===== src/rtl/uart_core_param_pkg.sv =====
// Shared constants, state encodings and parity helper for the parameterised UART core.
package uart_core_param_pkg;

    localparam int unsigned PAR_NONE      = 0;
    localparam int unsigned PAR_EVEN      = 1;
    localparam int unsigned PAR_ODD       = 2;
    localparam int unsigned OVERSAMPLE    = 16;
    localparam int unsigned MAX_DATA_BITS = 9;

    typedef enum logic [2:0] {
        ST_IDLE,
        ST_START,
        ST_DATA,
        ST_PARITY,
        ST_STOP
    } uart_state_e;

    // Callers zero-extend the payload to MAX_DATA_BITS; only the low nbits contribute.
    function automatic logic calc_parity(input logic [MAX_DATA_BITS-1:0] data,
                                         input int unsigned              nbits,
                                         input int unsigned              mode);
        logic p;
        p = 1'b0;
        for (int unsigned i = 0; i < MAX_DATA_BITS; i++) begin
            if (i < nbits) p = p ^ data[i];
        end
        return (mode == PAR_ODD) ? ~p : p;
    endfunction

endpackage


===== src/rtl/uart_baud_gen.sv =====
// Free-running oversample tick: one-clk pulse every CLK_FREQ/(BAUD_RATE*16) clocks.
module uart_baud_gen #(
    parameter int unsigned CLK_FREQ  = 100_000_000,
    parameter int unsigned BAUD_RATE = 9600
) (
    input  logic clk,
    input  logic rst,
    output logic tick
);
    import uart_core_param_pkg::*;

    localparam int unsigned TICK_DIV_RAW = CLK_FREQ / (BAUD_RATE * OVERSAMPLE);
    localparam int unsigned TICK_DIV     = (TICK_DIV_RAW == 0) ? 1 : TICK_DIV_RAW;
    localparam int unsigned CNT_W        = (TICK_DIV > 1) ? $clog2(TICK_DIV) : 1;
    localparam logic [CNT_W-1:0] CNT_MAX = CNT_W'(TICK_DIV - 1);

    logic [CNT_W-1:0] cnt_q, cnt_d;

    always_comb begin
        tick  = (cnt_q == CNT_MAX);
        cnt_d = tick ? '0 : cnt_q + CNT_W'(1);
    end

    always_ff @(posedge clk) begin
        if (rst) cnt_q <= '0;
        else     cnt_q <= cnt_d;
    end

endmodule


===== src/rtl/uart_core_param.sv =====
// Parameterised full-duplex UART: independent TX and RX state machines driven by
// one shared 16x oversample tick.
module uart_core_param #(
    parameter int unsigned CLK_FREQ  = 100_000_000,
    parameter int unsigned BAUD_RATE = 9600,
    parameter int unsigned DATA_BITS = 8,
    parameter int unsigned PARITY    = 0,
    parameter int unsigned STOP_BITS = 1
) (
    input  logic                 clk,
    input  logic                 rst,
    input  logic                 tx_start,
    input  logic [DATA_BITS-1:0] tx_data,
    output logic                 tx,
    output logic                 tx_busy,
    input  logic                 rx,
    output logic [DATA_BITS-1:0] rx_data,
    output logic                 rx_done,
    output logic                 rx_parity_err,
    output logic                 rx_frame_err
);
    import uart_core_param_pkg::*;

    localparam logic [3:0]  TICK_LAST  = 4'(OVERSAMPLE - 1);
    localparam logic [3:0]  HALF_LAST  = 4'(OVERSAMPLE / 2 - 1);
    localparam logic [3:0]  DATA_LAST  = 4'(DATA_BITS - 1);
    localparam logic [3:0]  STOP_LAST  = 4'(STOP_BITS - 1);
    localparam uart_state_e AFTER_DATA = (PARITY != PAR_NONE) ? ST_PARITY : ST_STOP;

    logic tick;

    uart_baud_gen #(
        .CLK_FREQ (CLK_FREQ),
        .BAUD_RATE(BAUD_RATE)
    ) u_baud_gen (
        .clk (clk),
        .rst (rst),
        .tick(tick)
    );

    uart_state_e            tx_state_q, tx_state_d;
    logic [3:0]             tx_tick_cnt_q, tx_tick_cnt_d;
    logic [3:0]             tx_bit_cnt_q, tx_bit_cnt_d;
    logic [DATA_BITS-1:0]   tx_shreg_q, tx_shreg_d;
    logic                   tx_par_q, tx_par_d;
    logic                   tx_bit_end;
    logic [MAX_DATA_BITS-1:0] tx_data_ext;

    always_ff @(posedge clk) begin
        if (rst) begin
            tx_state_q    <= ST_IDLE;
            tx_tick_cnt_q <= '0;
            tx_bit_cnt_q  <= '0;
            tx_shreg_q    <= '0;
            tx_par_q      <= 1'b0;
        end else begin
            tx_state_q    <= tx_state_d;
            tx_tick_cnt_q <= tx_tick_cnt_d;
            tx_bit_cnt_q  <= tx_bit_cnt_d;
            tx_shreg_q    <= tx_shreg_d;
            tx_par_q      <= tx_par_d;
        end
    end

    always_comb begin
        tx_state_d    = tx_state_q;
        tx_tick_cnt_d = tx_tick_cnt_q;
        tx_bit_cnt_d  = tx_bit_cnt_q;
        tx_shreg_d    = tx_shreg_q;
        tx_par_d      = tx_par_q;
        tx_data_ext   = '0;
        tx_data_ext[DATA_BITS-1:0] = tx_data;
        tx_bit_end    = tick && (tx_tick_cnt_q == TICK_LAST);
        // 4-bit counter wraps after 16 ticks, so each bit boundary is simply count==15 on a tick.
        if (tick && (tx_state_q != ST_IDLE)) tx_tick_cnt_d = tx_tick_cnt_q + 4'd1;
        unique case (tx_state_q)
            ST_IDLE: begin
                if (tx_start) begin
                    tx_state_d    = ST_START;
                    tx_shreg_d    = tx_data;
                    tx_par_d      = calc_parity(tx_data_ext, DATA_BITS, PARITY);
                    tx_tick_cnt_d = '0;
                    tx_bit_cnt_d  = '0;
                end
            end
            ST_START: begin
                if (tx_bit_end) tx_state_d = ST_DATA;
            end
            ST_DATA: begin
                if (tx_bit_end) begin
                    tx_shreg_d = tx_shreg_q >> 1;
                    if (tx_bit_cnt_q == DATA_LAST) begin
                        tx_bit_cnt_d = '0;
                        tx_state_d   = AFTER_DATA;
                    end else begin
                        tx_bit_cnt_d = tx_bit_cnt_q + 4'd1;
                    end
                end
            end
            ST_PARITY: begin
                if (tx_bit_end) tx_state_d = ST_STOP;
            end
            ST_STOP: begin
                if (tx_bit_end) begin
                    if (tx_bit_cnt_q == STOP_LAST) tx_state_d = ST_IDLE;
                    else                           tx_bit_cnt_d = tx_bit_cnt_q + 4'd1;
                end
            end
            default: tx_state_d = ST_IDLE;
        endcase
    end

    always_comb begin
        tx_busy = (tx_state_q != ST_IDLE);
        unique case (tx_state_q)
            ST_START:  tx = 1'b0;
            ST_DATA:   tx = tx_shreg_q[0];
            ST_PARITY: tx = tx_par_q;
            default:   tx = 1'b1;
        endcase
    end

    logic                   rx_meta_q, rx_meta_d;
    logic                   rx_sync_q, rx_sync_d;
    uart_state_e            rx_state_q, rx_state_d;
    logic [3:0]             rx_tick_cnt_q, rx_tick_cnt_d;
    logic [3:0]             rx_bit_cnt_q, rx_bit_cnt_d;
    logic [DATA_BITS-1:0]   rx_shreg_q, rx_shreg_d;
    logic                   rx_armed_q, rx_armed_d;
    logic                   rx_perr_acc_q, rx_perr_acc_d;
    logic                   rx_ferr_acc_q, rx_ferr_acc_d;
    logic [DATA_BITS-1:0]   rx_data_q, rx_data_d;
    logic                   rx_done_q, rx_done_d;
    logic                   rx_parity_err_q, rx_parity_err_d;
    logic                   rx_frame_err_q, rx_frame_err_d;
    logic                   rx_bit_end;
    logic [MAX_DATA_BITS-1:0] rx_shreg_ext;

    always_ff @(posedge clk) begin
        if (rst) begin
            rx_meta_q       <= 1'b1;
            rx_sync_q       <= 1'b1;
            rx_state_q      <= ST_IDLE;
            rx_tick_cnt_q   <= '0;
            rx_bit_cnt_q    <= '0;
            rx_shreg_q      <= '0;
            rx_armed_q      <= 1'b0;
            rx_perr_acc_q   <= 1'b0;
            rx_ferr_acc_q   <= 1'b0;
            rx_data_q       <= '0;
            rx_done_q       <= 1'b0;
            rx_parity_err_q <= 1'b0;
            rx_frame_err_q  <= 1'b0;
        end else begin
            rx_meta_q       <= rx_meta_d;
            rx_sync_q       <= rx_sync_d;
            rx_state_q      <= rx_state_d;
            rx_tick_cnt_q   <= rx_tick_cnt_d;
            rx_bit_cnt_q    <= rx_bit_cnt_d;
            rx_shreg_q      <= rx_shreg_d;
            rx_armed_q      <= rx_armed_d;
            rx_perr_acc_q   <= rx_perr_acc_d;
            rx_ferr_acc_q   <= rx_ferr_acc_d;
            rx_data_q       <= rx_data_d;
            rx_done_q       <= rx_done_d;
            rx_parity_err_q <= rx_parity_err_d;
            rx_frame_err_q  <= rx_frame_err_d;
        end
    end

    always_comb begin
        rx_meta_d       = rx;
        rx_sync_d       = rx_meta_q;
        rx_state_d      = rx_state_q;
        rx_tick_cnt_d   = rx_tick_cnt_q;
        rx_bit_cnt_d    = rx_bit_cnt_q;
        rx_shreg_d      = rx_shreg_q;
        rx_armed_d      = 1'b0;
        rx_perr_acc_d   = rx_perr_acc_q;
        rx_ferr_acc_d   = rx_ferr_acc_q;
        rx_data_d       = rx_data_q;
        rx_done_d       = 1'b0;
        rx_parity_err_d = rx_parity_err_q;
        rx_frame_err_d  = rx_frame_err_q;
        rx_shreg_ext    = '0;
        rx_shreg_ext[DATA_BITS-1:0] = rx_shreg_q;
        rx_bit_end      = tick && (rx_tick_cnt_q == TICK_LAST);
        if (tick && (rx_state_q != ST_IDLE)) rx_tick_cnt_d = rx_tick_cnt_q + 4'd1;
        unique case (rx_state_q)
            ST_IDLE: begin
                // A start needs a high-to-low edge, so a held-low (break) line cannot retrigger.
                rx_armed_d = rx_sync_q;
                if (rx_armed_q && !rx_sync_q) begin
                    rx_state_d    = ST_START;
                    rx_tick_cnt_d = '0;
                    rx_perr_acc_d = 1'b0;
                    rx_ferr_acc_d = 1'b0;
                end
            end
            ST_START: begin
                if (tick && (rx_tick_cnt_q == HALF_LAST)) begin
                    rx_tick_cnt_d = '0;
                    rx_bit_cnt_d  = '0;
                    rx_state_d    = rx_sync_q ? ST_IDLE : ST_DATA;
                end
            end
            ST_DATA: begin
                if (rx_bit_end) begin
                    rx_shreg_d = {rx_sync_q, rx_shreg_q[DATA_BITS-1:1]};
                    if (rx_bit_cnt_q == DATA_LAST) begin
                        rx_bit_cnt_d = '0;
                        rx_state_d   = AFTER_DATA;
                    end else begin
                        rx_bit_cnt_d = rx_bit_cnt_q + 4'd1;
                    end
                end
            end
            ST_PARITY: begin
                if (rx_bit_end) begin
                    rx_perr_acc_d = rx_sync_q ^ calc_parity(rx_shreg_ext, DATA_BITS, PARITY);
                    rx_state_d    = ST_STOP;
                end
            end
            ST_STOP: begin
                if (rx_bit_end) begin
                    rx_ferr_acc_d = rx_ferr_acc_q | ~rx_sync_q;
                    if (rx_bit_cnt_q == STOP_LAST) begin
                        rx_state_d      = ST_IDLE;
                        rx_data_d       = rx_shreg_q;
                        rx_parity_err_d = rx_perr_acc_q;
                        rx_frame_err_d  = rx_ferr_acc_d;
                        rx_done_d       = 1'b1;
                    end else begin
                        rx_bit_cnt_d = rx_bit_cnt_q + 4'd1;
                    end
                end
            end
            default: rx_state_d = ST_IDLE;
        endcase
    end

    always_comb begin
        rx_data       = rx_data_q;
        rx_done       = rx_done_q;
        rx_parity_err = rx_parity_err_q;
        rx_frame_err  = rx_frame_err_q;
    end

endmodule


===== config.mk =====
export PLATFORM = sky130hd
export DESIGN_NAME = uart_core_param
export DESIGN_NICKNAME = d
export VERILOG_FILES = /design/src/rtl/uart_core_param_pkg.sv /design/src/rtl/uart_baud_gen.sv /design/src/rtl/uart_core_param.sv
export SDC_FILE = /design/constraint.sdc
export NUM_CORES = 1
export LEC_CHECK = 0
export BUFFER_PORTS_ARGS = -buffer_cell sky130_fd_sc_hd__buf_2
export CELL_PAD_IN_SITES_DETAIL_PLACEMENT = 2
export CELL_PAD_IN_SITES_GLOBAL_PLACEMENT = 2
export CORE_ASPECT_RATIO = 1.25
export CORE_MARGIN = 10
export CORE_UTILIZATION = 30
export DETAILED_ROUTE_END_ITERATION = 8
export PLACE_DENSITY_LB_ADDON = 0.2
export SYNTH_ARGS = -nofsm -noshare
export SYNTH_HDL_FRONTEND = slang
export SYNTH_SLANG_ARGS = --single-unit

===== constraint.sdc =====
create_clock -name clk -period 2.6 [get_ports clk]
set_input_delay 0.52 -clock clk [delete_from_list [all_inputs] [get_ports clk]]
set_output_delay 0.52 -clock clk [all_outputs]
set_load 0.05 [all_outputs]

Yosys cells after proc, flatten, opt, wreduce, memory -nomap -nowiden
Index checks and enable logic that the tools add are counted.
W data, S select, Z words.
{"block": "totals", "reg_bits": 65, "inputBits": 12, "output_inout_bits": 13, "wordCells": 181}
{"block": "op_classes", "add_sub_neg": 5, "eq_ne": 30, "mux": 76, "bitwise_logic": 20, "reduce_logical": 31}
{"operator": "$mux W4", "n": 16}
{"operator": "$mux W3", "n": 14}
{"operator": "$mux W1", "n": 34}
{"operator": "$ne A2 B2 Y1 const B", "n": 16}
{"operator": "$pmux W3 S5", "n": 2}
{"operator": "$pmux W4 S3", "n": 2}
{"operator": "$add A4 B1 Y4 const B", "n": 4}
{"operator": "$mux W8", "n": 2}
{"operator": "$pmux W8 S2", "n": 1}
{"operator": "$xor A1 B1 Y1", "n": 15}
{"operator": "$reduce_and A7 Y1", "n": 2}
{"operator": "$eq A3 B2 Y1 const B", "n": 4}
{"operator": "$eq A4 B3 Y1 const B", "n": 3}
{"operator": "$reduce_and A3 Y1", "n": 4}
{"operator": "$reduce_bool A3 Y1", "n": 4}
{"operator": "$add A10 B1 Y10 const B", "n": 1}
{"operator": "$eq A10 B10 Y1 const B", "n": 1}
{"operator": "$reduce_and A5 Y1", "n": 2}
{"operator": "$eq A4 B4 Y1 const B", "n": 2}
{"operator": "$logic_not A4 Y1", "n": 2}
{"operator": "$pmux W4 S2", "n": 1}
{"operator": "$eq A3 B1 Y1 const B", "n": 2}
{"operator": "$eq A3 B3 Y1 const B", "n": 2}
{"operator": "$logic_and A1 B1 Y1", "n": 6}
{"operator": "11 further kinds", "n": 20}

Longest topological paths before layout
Gate-level depths: netlist of the first run.
{"block": "depth", "word_depth": 28, "depth_mapped": 9, "ltp_nobuf": 7}

Cells and area by module
Synthesis of the first run repeated with hierarchy kept, for this count alone.
{"block": "unflattened", "hier_cells": 366, "hier_area_um2": 3210.6}
{"module": "uart_core_param", "n_inst": 1, "cells_each": 316, "area_per_inst_um2": 2753.9, "seq_area_each_um2": 1101.1}
{"module": "uart_baud_gen", "n_inst": 1, "cells_each": 50, "area_per_inst_um2": 456.7, "seq_area_each_um2": 200.2}

Worst setup path after synthesis of the first run
No wires, ideal clock.
{"block": "synth_path", "kind": "flip-flop to flip-flop", "start": "register u_baud_gen.cnt_q[6]", "end": "register tx_bit_cnt_q[0]", "setup_time_ns": 0.121, "arrival_ns": 2.306, "t_required_ns": 2.479, "setup_slack_ns": 0.173, "path_stages_with_launch": 8, "n_path_buf": 2, "synth_period_minus_slack_ns": 2.427, "cell_sequence": "dfxtp_1 or4b_1 buf_2 or4_1 buf_2 nor3_1 o21a_1 mux2_2"}
{"block": "synth_between", "elab_chain_len": 4, "word_cells_on_any_way": 5, "cone_classes": "3 x eq/ne; 2 x reduce/logical"}
{"item": "start, declared", "line": "uart_baud_gen.sv:17", "rtl": "logic [CNT_W-1:0] cnt_q, cnt_d;"}
{"item": "start signal, assigned", "line": "uart_baud_gen.sv:26", "rtl": "else cnt_q <= cnt_d;"}
{"item": "$eq A10 B10 Y1 *", "line": "uart_baud_gen.sv:20", "rtl": "tick = (cnt_q == CNT_MAX);"}
{"item": "$logic_and A1 B1 Y1 *", "line": "uart_core_param.sv:73", "rtl": "tx_bit_end = tick && (tx_tick_cnt_q == TICK_LAST);"}
{"item": "$ne A2 B2 Y1 (no source line)"}
{"item": "$reduce_and A5 Y1 (no source line) *"}
{"item": "end signal, assigned", "line": "uart_core_param.sv:59", "rtl": "tx_bit_cnt_q <= tx_bit_cnt_d;"}
{"item": "end, declared", "line": "uart_core_param.sv:43", "rtl": "logic [3:0] tx_bit_cnt_q, tx_bit_cnt_d;"}
Every way passes the cells marked *; elsewhere a longest branch is shown, timed or not.
A chain may end at the register's enable or synchronous reset.

Final worst setup path of the first run
{"block": "layout_path", "start": "register u_baud_gen.cnt_q[6]", "end": "register rx_bit_cnt_q[0]"}
{"block": "layout_between", "elab_chain_len": 4, "word_cells_on_any_way": 7, "cone_classes": "4 x eq/ne; 3 x reduce/logical"}
{"item": "$eq A10 B10 Y1 *", "line": "uart_baud_gen.sv:20"}
{"item": "$logic_and A1 B1 Y1, on equally long branches", "line": "uart_core_param.sv:201, uart_core_param.sv:187"}
{"item": "$ne A2 B2 Y1 (no source line)"}
{"item": "$reduce_and A5 Y1 (no source line) *"}
{"item": "end signal, assigned", "line": "uart_core_param.sv:159", "rtl": "rx_bit_cnt_q <= rx_bit_cnt_d;"}
{"item": "end, declared", "line": "uart_core_param.sv:127", "rtl": "logic [3:0] rx_bit_cnt_q, rx_bit_cnt_d;"}
Marked as above.

==> results.md, run 1 <==
* Starting density of the core at 31.0%
* Leak at 1.56 nW
* Syn_area_per_cell at 8.82 sq um
* Worst slew pin tran at 0.536 ns
* Min cycle time layout at 2.48 ns
* Core area at 10700 sq um
* Hold Crit Class: input port to flip-flop
* Net Switching at 583 uW
* Max Cap Viol at 0
* Final hold violation count at 0
* Vias at 2913
* Most instantiated cells after synthesis: 65 x dfxtp_1, 55 x nor2_1, 27 x mux2i_1, 18 x nand2_1, 15 x nand3_1
* Worst path required time at 2.86 ns
* Filler cells at 1241
* Critical path class: flip-flop to flip-flop
* RR Startpoint: u_baud_gen.cnt_q[6]$_SDFF_PP0_
* Slew HR at 64.2%
* Worst Setup Start Kind: flip-flop
* Post-Synthesis Net Count at 397
* Fin Setup TNS at 0 ns
* Hold path start: rx
* Clock-pin slew on the worst setup and hold paths at 0.06 ns
* Final nets at 432
* Total gr overflow at 0
* WL per Instance at 17.3 microns
* Total Power at 2.50 mW
* Register area at 1300 sq um
* DRT Pass-1 Iters at 4
* Seq cells post-synth at 65
* # rows at 42
* Area grow syn2layout at 21.0%
* Synthesized area at 3330 sq um
* Fin crit share at 95.3%
* Die Ht at 138 microns
* I/O Pins at 25
* Fmax at 404 MHz
* CP startpoint: u_baud_gen.cnt_q[6]$_SDFF_PP0_
* Internal power at 1.92 mW
* Share of layout cells above drive strength 1 at 17.3%
* N_diodes at 0
* Synth Flop Type: dfxtp_1
* VDD IR max at 0.265 mV
* Root Buffer Master: clkbuf_16
* Setup crit end kind: flip-flop
* Top cells by area, synth: dfxtp_1 39%, mux2i_1 8.1%, nor2_1 6.2%
* DRT iter0 DRCs at 92
* Max-slew violation count at 0
* Routability congestion estimate at 0.730
* Mapped Cells at 377
* Synth cell types at 58
* Final Routed Wirelength at 9.52 mm
* Die area at 15700 sq um
* Final setup viols at 0
* Clk sink count at 65
* First-pass GRT wire length at 16.1 mm
* EDFF count, synth at 0
* Clk_skew at 0.00558 ns
* Slack of the critical path at 0.123 ns
* Switching Share at 23.3%
* Synth area leader: dfxtp_1
* Postcts setup bufs at 0
* Initial antenna violation count at 0
* RSZ-0062 raised after global routing: false
* Syn. warnings at 0
* Via/cell ratio at 5.31
* Comb pwr share at 6.5%
* Reg power frac at 41.3%
* Status: finished clean
* Worst-Skew Late Latency at 0.34 ns
* Final Non-Filler Cells at 549
* Post-Place Cells at 533
* Largest net degree at the start of global routing at 48
* CP arrival at 2.74 ns
* Worst-path maximum fanout at 7
* Register area share after synthesis at 39.1%
* Count leader, synth: dfxtp_1
* Die width at 114 microns
* Dpl hpwl at 7.08 mm
* CTS tree: yes
* Clock Power Share at 52.1%
* Clk buf depth at 2
* Ys async rst share at 0%
* H-tree levels at 3
* DR DRC count at 0
* Antenna Nets Post-Route at 0
* Util after Layout at 37.5%
* Num CTS Buffers at 9
* Global Route Usage Sum at 12.8%
* Multi-input gate area at 1900 sq um
* Port Buf Inserts at 24
* Post-Place Setup Slack at 0.0571 ns
* Power density cells at 623 nW/um^2
* Yosys top cell area share at 39.1%
* Vias in the first global route at 3186
## routing by layer
layer	routed length [microns]	GRT usage (%)	vias to the layer above
li1	-	-	1419
met1	3870	13.2	1448
met2	5160	23.8	32
met3	309	3.22	14
met4	182	5.30	0
met5	0	0	-
## metrics by stage
stage          area (sq um)  hold slack [ns]
2_1_floorplan          3330            0.389
3_3_place_gp           3700            0.399
3_5_place_dp           3700            0.408
4_1_cts                4020            0.378
5_1_grt                4020            0.385
6_report               4020            0.386
## logic make-up (layout without fill, tap and decap cells)
| group | count (synthesis) | in the layout | synth area share (%) |
|---|---|---|---|
| AOI/OAI and AO/OA | 64 | 64 | 13.8 |
| xor gates and xnor gates | 25 | 25 | 7.00 |
| adders and majority gates | 8 | 8 | 3.01 |
| buffers and inverters | 32 | 72 | 3.88 |
| DFF | 65 | 65 | 39.1 |
| muxes | 29 | 29 | 8.80 |
| and+or+nand+nor | 154 | 154 | 24.4 |
## final timing paths
check | end | slack (ns) | cells after the start
max | rx_bit_cnt_q[0]$_SDFFE_PP0P_ | 0.12 | 5
min | rx_meta_q$_SDFF_PP1_ | 0.39 | 2
max reg2reg | rx_bit_cnt_q[0]$_SDFFE_PP0P_ | 0.12 | 5
min reg2reg | rx_sync_q$_SDFF_PP1_ | 0.42 | 1
## cell type report
| cell class | instances | share of cell area [%] |
|---|---|---|
| well taps | 132 | 4.11 |
| inverters | 13 | 1.21 |
| repair buffers | 43 | 7.15 |
| clock buffers | 9 | 5.60 |
| clock inverters | 7 | 2.36 |
| multi-input cells | 280 | 47.2 |
| flip-flops and latches | 65 | 32.3 |
## power by group through the flow
stage / Clock, mW / Sequential (mW) / Combinational (mW)
floorplan: 0 / 1.05 / 0.111
global placement: 0 / 1.06 / 0.162
detailed placement: 0 / 1.06 / 0.167
CTS: 1.35 / 1.04 / 0.169
global route: 1.40 / 1.04 / 0.183
finish: 1.31 / 1.04 / 0.164
## repair_timing
action | CTS | global route
hold buffers | 0 | 0
endpoints found under the setup margin | 0 | 4
resized for setup | 0 | 1
## registers in the layout, indices dropped and copies added (netlist names), 3 cells and up
signal,flops
u_baud_gen.cnt_q,10
rx_data,8
rx_shreg_q,8
tx_shreg_q,8
rx_bit_cnt_q,4
rx_tick_cnt_q,4
tx_bit_cnt_q,4
tx_tick_cnt_q,4
rx_state_q,3
tx_state_q,3
## cell usage in the layout (no fill, tap or decap), types with 9 or more instances in the layout
cell / netlist / layout
buf_4: 1 / 17
a211oi_1: 10 / 10
mux2i_1: 27 / 27
clkbuf_16: 0 / 9
xor2_1: 10 / 10
buf_2: 4 / 24
nand2_1: 18 / 18
nor3_1: 14 / 14
xnor2_1: 14 / 14
dfxtp_1: 65 / 65
a21oi_1: 11 / 11
inv_1: 13 / 13
nand3_1: 15 / 15
nor2_1: 55 / 55
## critical path, cell delays in order, from the launching register on
cell and delay, ns:
dfxtp_1 0.33, or4b_4 0.59, or4_4 0.55, a22o_1 0.30, or4_1 0.48, a21oi_1 0.13
Power figures use the tool's default switching activity.
==> run 2, diff against run 1 <==
Settings changed: CTS_BUF_LIST from default to sky130_fd_sc_hd__clkbuf_4.
==> run 2 against run 1 <==
  * Via count is 1.1% lower
  * Maximum frequency down 0.96%
  * Sequential share of layout area rose by 1.1 points
  * Clock-buffer cell count unchanged
  * Critical path depth unchanged
  * Critical path type unchanged
  * Cell count stayed put
  * Worst hold slack got worse by 0.11 ns
  * Sequential power is essentially flat
  * First-iteration DRC count shrank 9.8%
==> results.md, run 2 (synthesis gave the netlist of run 1 again) <==
* Post-Place Cells at 533
* Worst-Skew Late Latency at 0.46 ns
* Area grow syn2layout at 17.0%
* Biggest register: u_baud_gen.cnt_q
* Dpl hpwl at 7.08 mm
* Max-slew violation count at 0
* Final Non-Filler Cells at 549
* Postcts setup bufs at 0
* Worst-path maximum fanout at 7
* Clk buf depth at 2
* Fin Setup TNS at 0 ns
* Leak at 1.50 nW
* Util after Layout at 36.3%
* Clk sink count at 65
* Leading cell types in the layout, fill and taps excluded: 65 x dfxtp_1, 55 x nor2_1, 27 x mux2i_1
* # rows at 42
* DRT Pass-1 Iters at 4
* Global Route Usage Sum at 12.9%
* Worst Setup Start Kind: flip-flop
* Setup crit end kind: flip-flop
* RSZ-0062 raised after global routing: false
* Die Ht at 138 microns
* Antenna Nets Post-Route at 0
* Most common cell after layout, fill and taps aside: dfxtp_1
* Largest register FFs at 10
* Largest net degree at the start of global routing at 48
* VDD IR max at 0.228 mV
* Worst slew pin tran at 0.560 ns
* I/O Pins at 25
* Total gr overflow at 0
* Port Buf Inserts at 24
* Filler cells at 1256
* Worst path required time at 2.98 ns
* Starting density of the core at 31.0%
* Routability congestion estimate at 0.730
* Final setup viols at 0
* Die area at 15700 sq um
* N_diodes at 0
* CP arrival at 2.88 ns
* WL per Instance at 17.4 microns
* Min cycle time layout at 2.50 ns
* Num CTS Buffers at 9
* Via/cell ratio at 5.25
* Vias in the first global route at 3182
* Initial antenna violation count at 0
* Status: finished clean
* Placed Instance Area at 3700 sq um
* Clk_skew at 0.0166 ns
* # hold bufs at CTS at 0
* DR DRC count at 0
* Post-route cell area at 3890 sq um
* Final Routed Wirelength at 9.53 mm
* Power density cells at 515 nW/um^2
* Root Buffer Master: clkbuf_4
* Hold Worst Slack at 0.272 ns
* H-tree levels at 3
* Clock-pin slew on the worst setup and hold paths at 0.13 ns
* CTS tree: yes
* Share of layout cells above drive strength 1 at 18.0%
* Slew HR at 62.3%
* Max Cap Viol at 0
* First-pass GRT wire length at 16.2 mm
* Die width at 114 microns
* Final hold violation count at 0
* Vias at 2881
* Fin crit share at 96.2%
* Critical path class: flip-flop to flip-flop
* Core area at 10700 sq um
* Final nets at 432
* DRT iter0 DRCs at 83
* Hold Crit Class: input port to flip-flop
* Fmax at 400 MHz
==> run 2: cell count changes in the layout (fill, tap and decap cells not counted) <==
| cell | previous run | this run |
|---|---|---|
| a22o_1 | 2 | 1 |
| a22o_4 | 0 | 1 |
| clkbuf_16 | 9 | 0 |
| clkbuf_4 | 0 | 9 |
| nor4_1 | 3 | 2 |
| nor4_2 | 0 | 1 |
| o41ai_1 | 4 | 3 |
| o41ai_2 | 0 | 1 |
| or3b_2 | 2 | 1 |
| or3b_4 | 0 | 1 |
==> run 2: stage by stage <==
step / total power, mW / worst slack (ns)
5_1_grt: 2.11 / 0.0155
6_report: 2.00 / 0.0993
3_3_place_gp: 1.22 / 0.0970
2_1_floorplan: 1.16 / 0.173
3_5_place_dp: 1.22 / 0.0571
4_1_cts: 2.04 / 0.000383
==> run 2: worst paths after layout <==
| kind | startpoint | end | slack [ns] | depth (start not counted) |
|---|---|---|---|---|
| worst max-delay path | u_baud_gen.cnt_q[6]$_SDFF_PP0_ | rx_bit_cnt_q[0]$_SDFFE_PP0P_ | 0.1 | 5 |
| worst min-delay path | rx | rx_meta_q$_SDFF_PP1_ | 0.27 | 2 |
| worst max register to register | u_baud_gen.cnt_q[6]$_SDFF_PP0_ | rx_bit_cnt_q[0]$_SDFFE_PP0P_ | 0.1 | 5 |
| worst min register to register | rx_meta_q$_SDFF_PP1_ | rx_sync_q$_SDFF_PP1_ | 0.43 | 1 |
==> run 2: area by class of cell <==
type / count / area (sq um) / area share, %
repair buffers: 43 / 288 / 7.40
well taps: 132 / 165 / 4.25
multi-input cells: 280 / 1920 / 49.5
inverters: 13 / 48.8 / 1.25
clock inverters: 7 / 95.1 / 2.44
clock buffers: 9 / 67.6 / 1.74
flip-flops and latches: 65 / 1300 / 33.5
==> run 2: power by group <==
| group | switching [mW] | internal, mW |
|---|---|---|
| logic | 0.0987 | 0.0661 |
| clock network | 0.417 | 0.389 |
| registers | 0.0173 | 1.02 |
| total | 0.533 | 1.47 |
==> run 2: what timing repair did <==
| item | 4_1_cts | 5_1_grt |
|---|---|---|
| hold endpoints to repair | 0 | 0 |
| gates resized for setup | 0 | 5 |
| setup endpoints to repair | 0 | 6 |
==> run 2: layer usage <==
metal	vias up	wire length (microns)	part of all wire [%]	global-route usage (%)
li1	1414	-	-	-
met1	1422	3870	41	13.4
met2	31	5140	54	23.7
met3	14	283	3.0	3.09
met4	0	237	2.5	6.35
met5	-	0	0	0
==> run 2: critical path: stages (launching register included) <==
cell and delay, ns:
dfxtp_1 0.36, or4b_4 0.59, or4_4 0.56, a22o_4 0.30, or4_1 0.47, a21oi_1 0.13
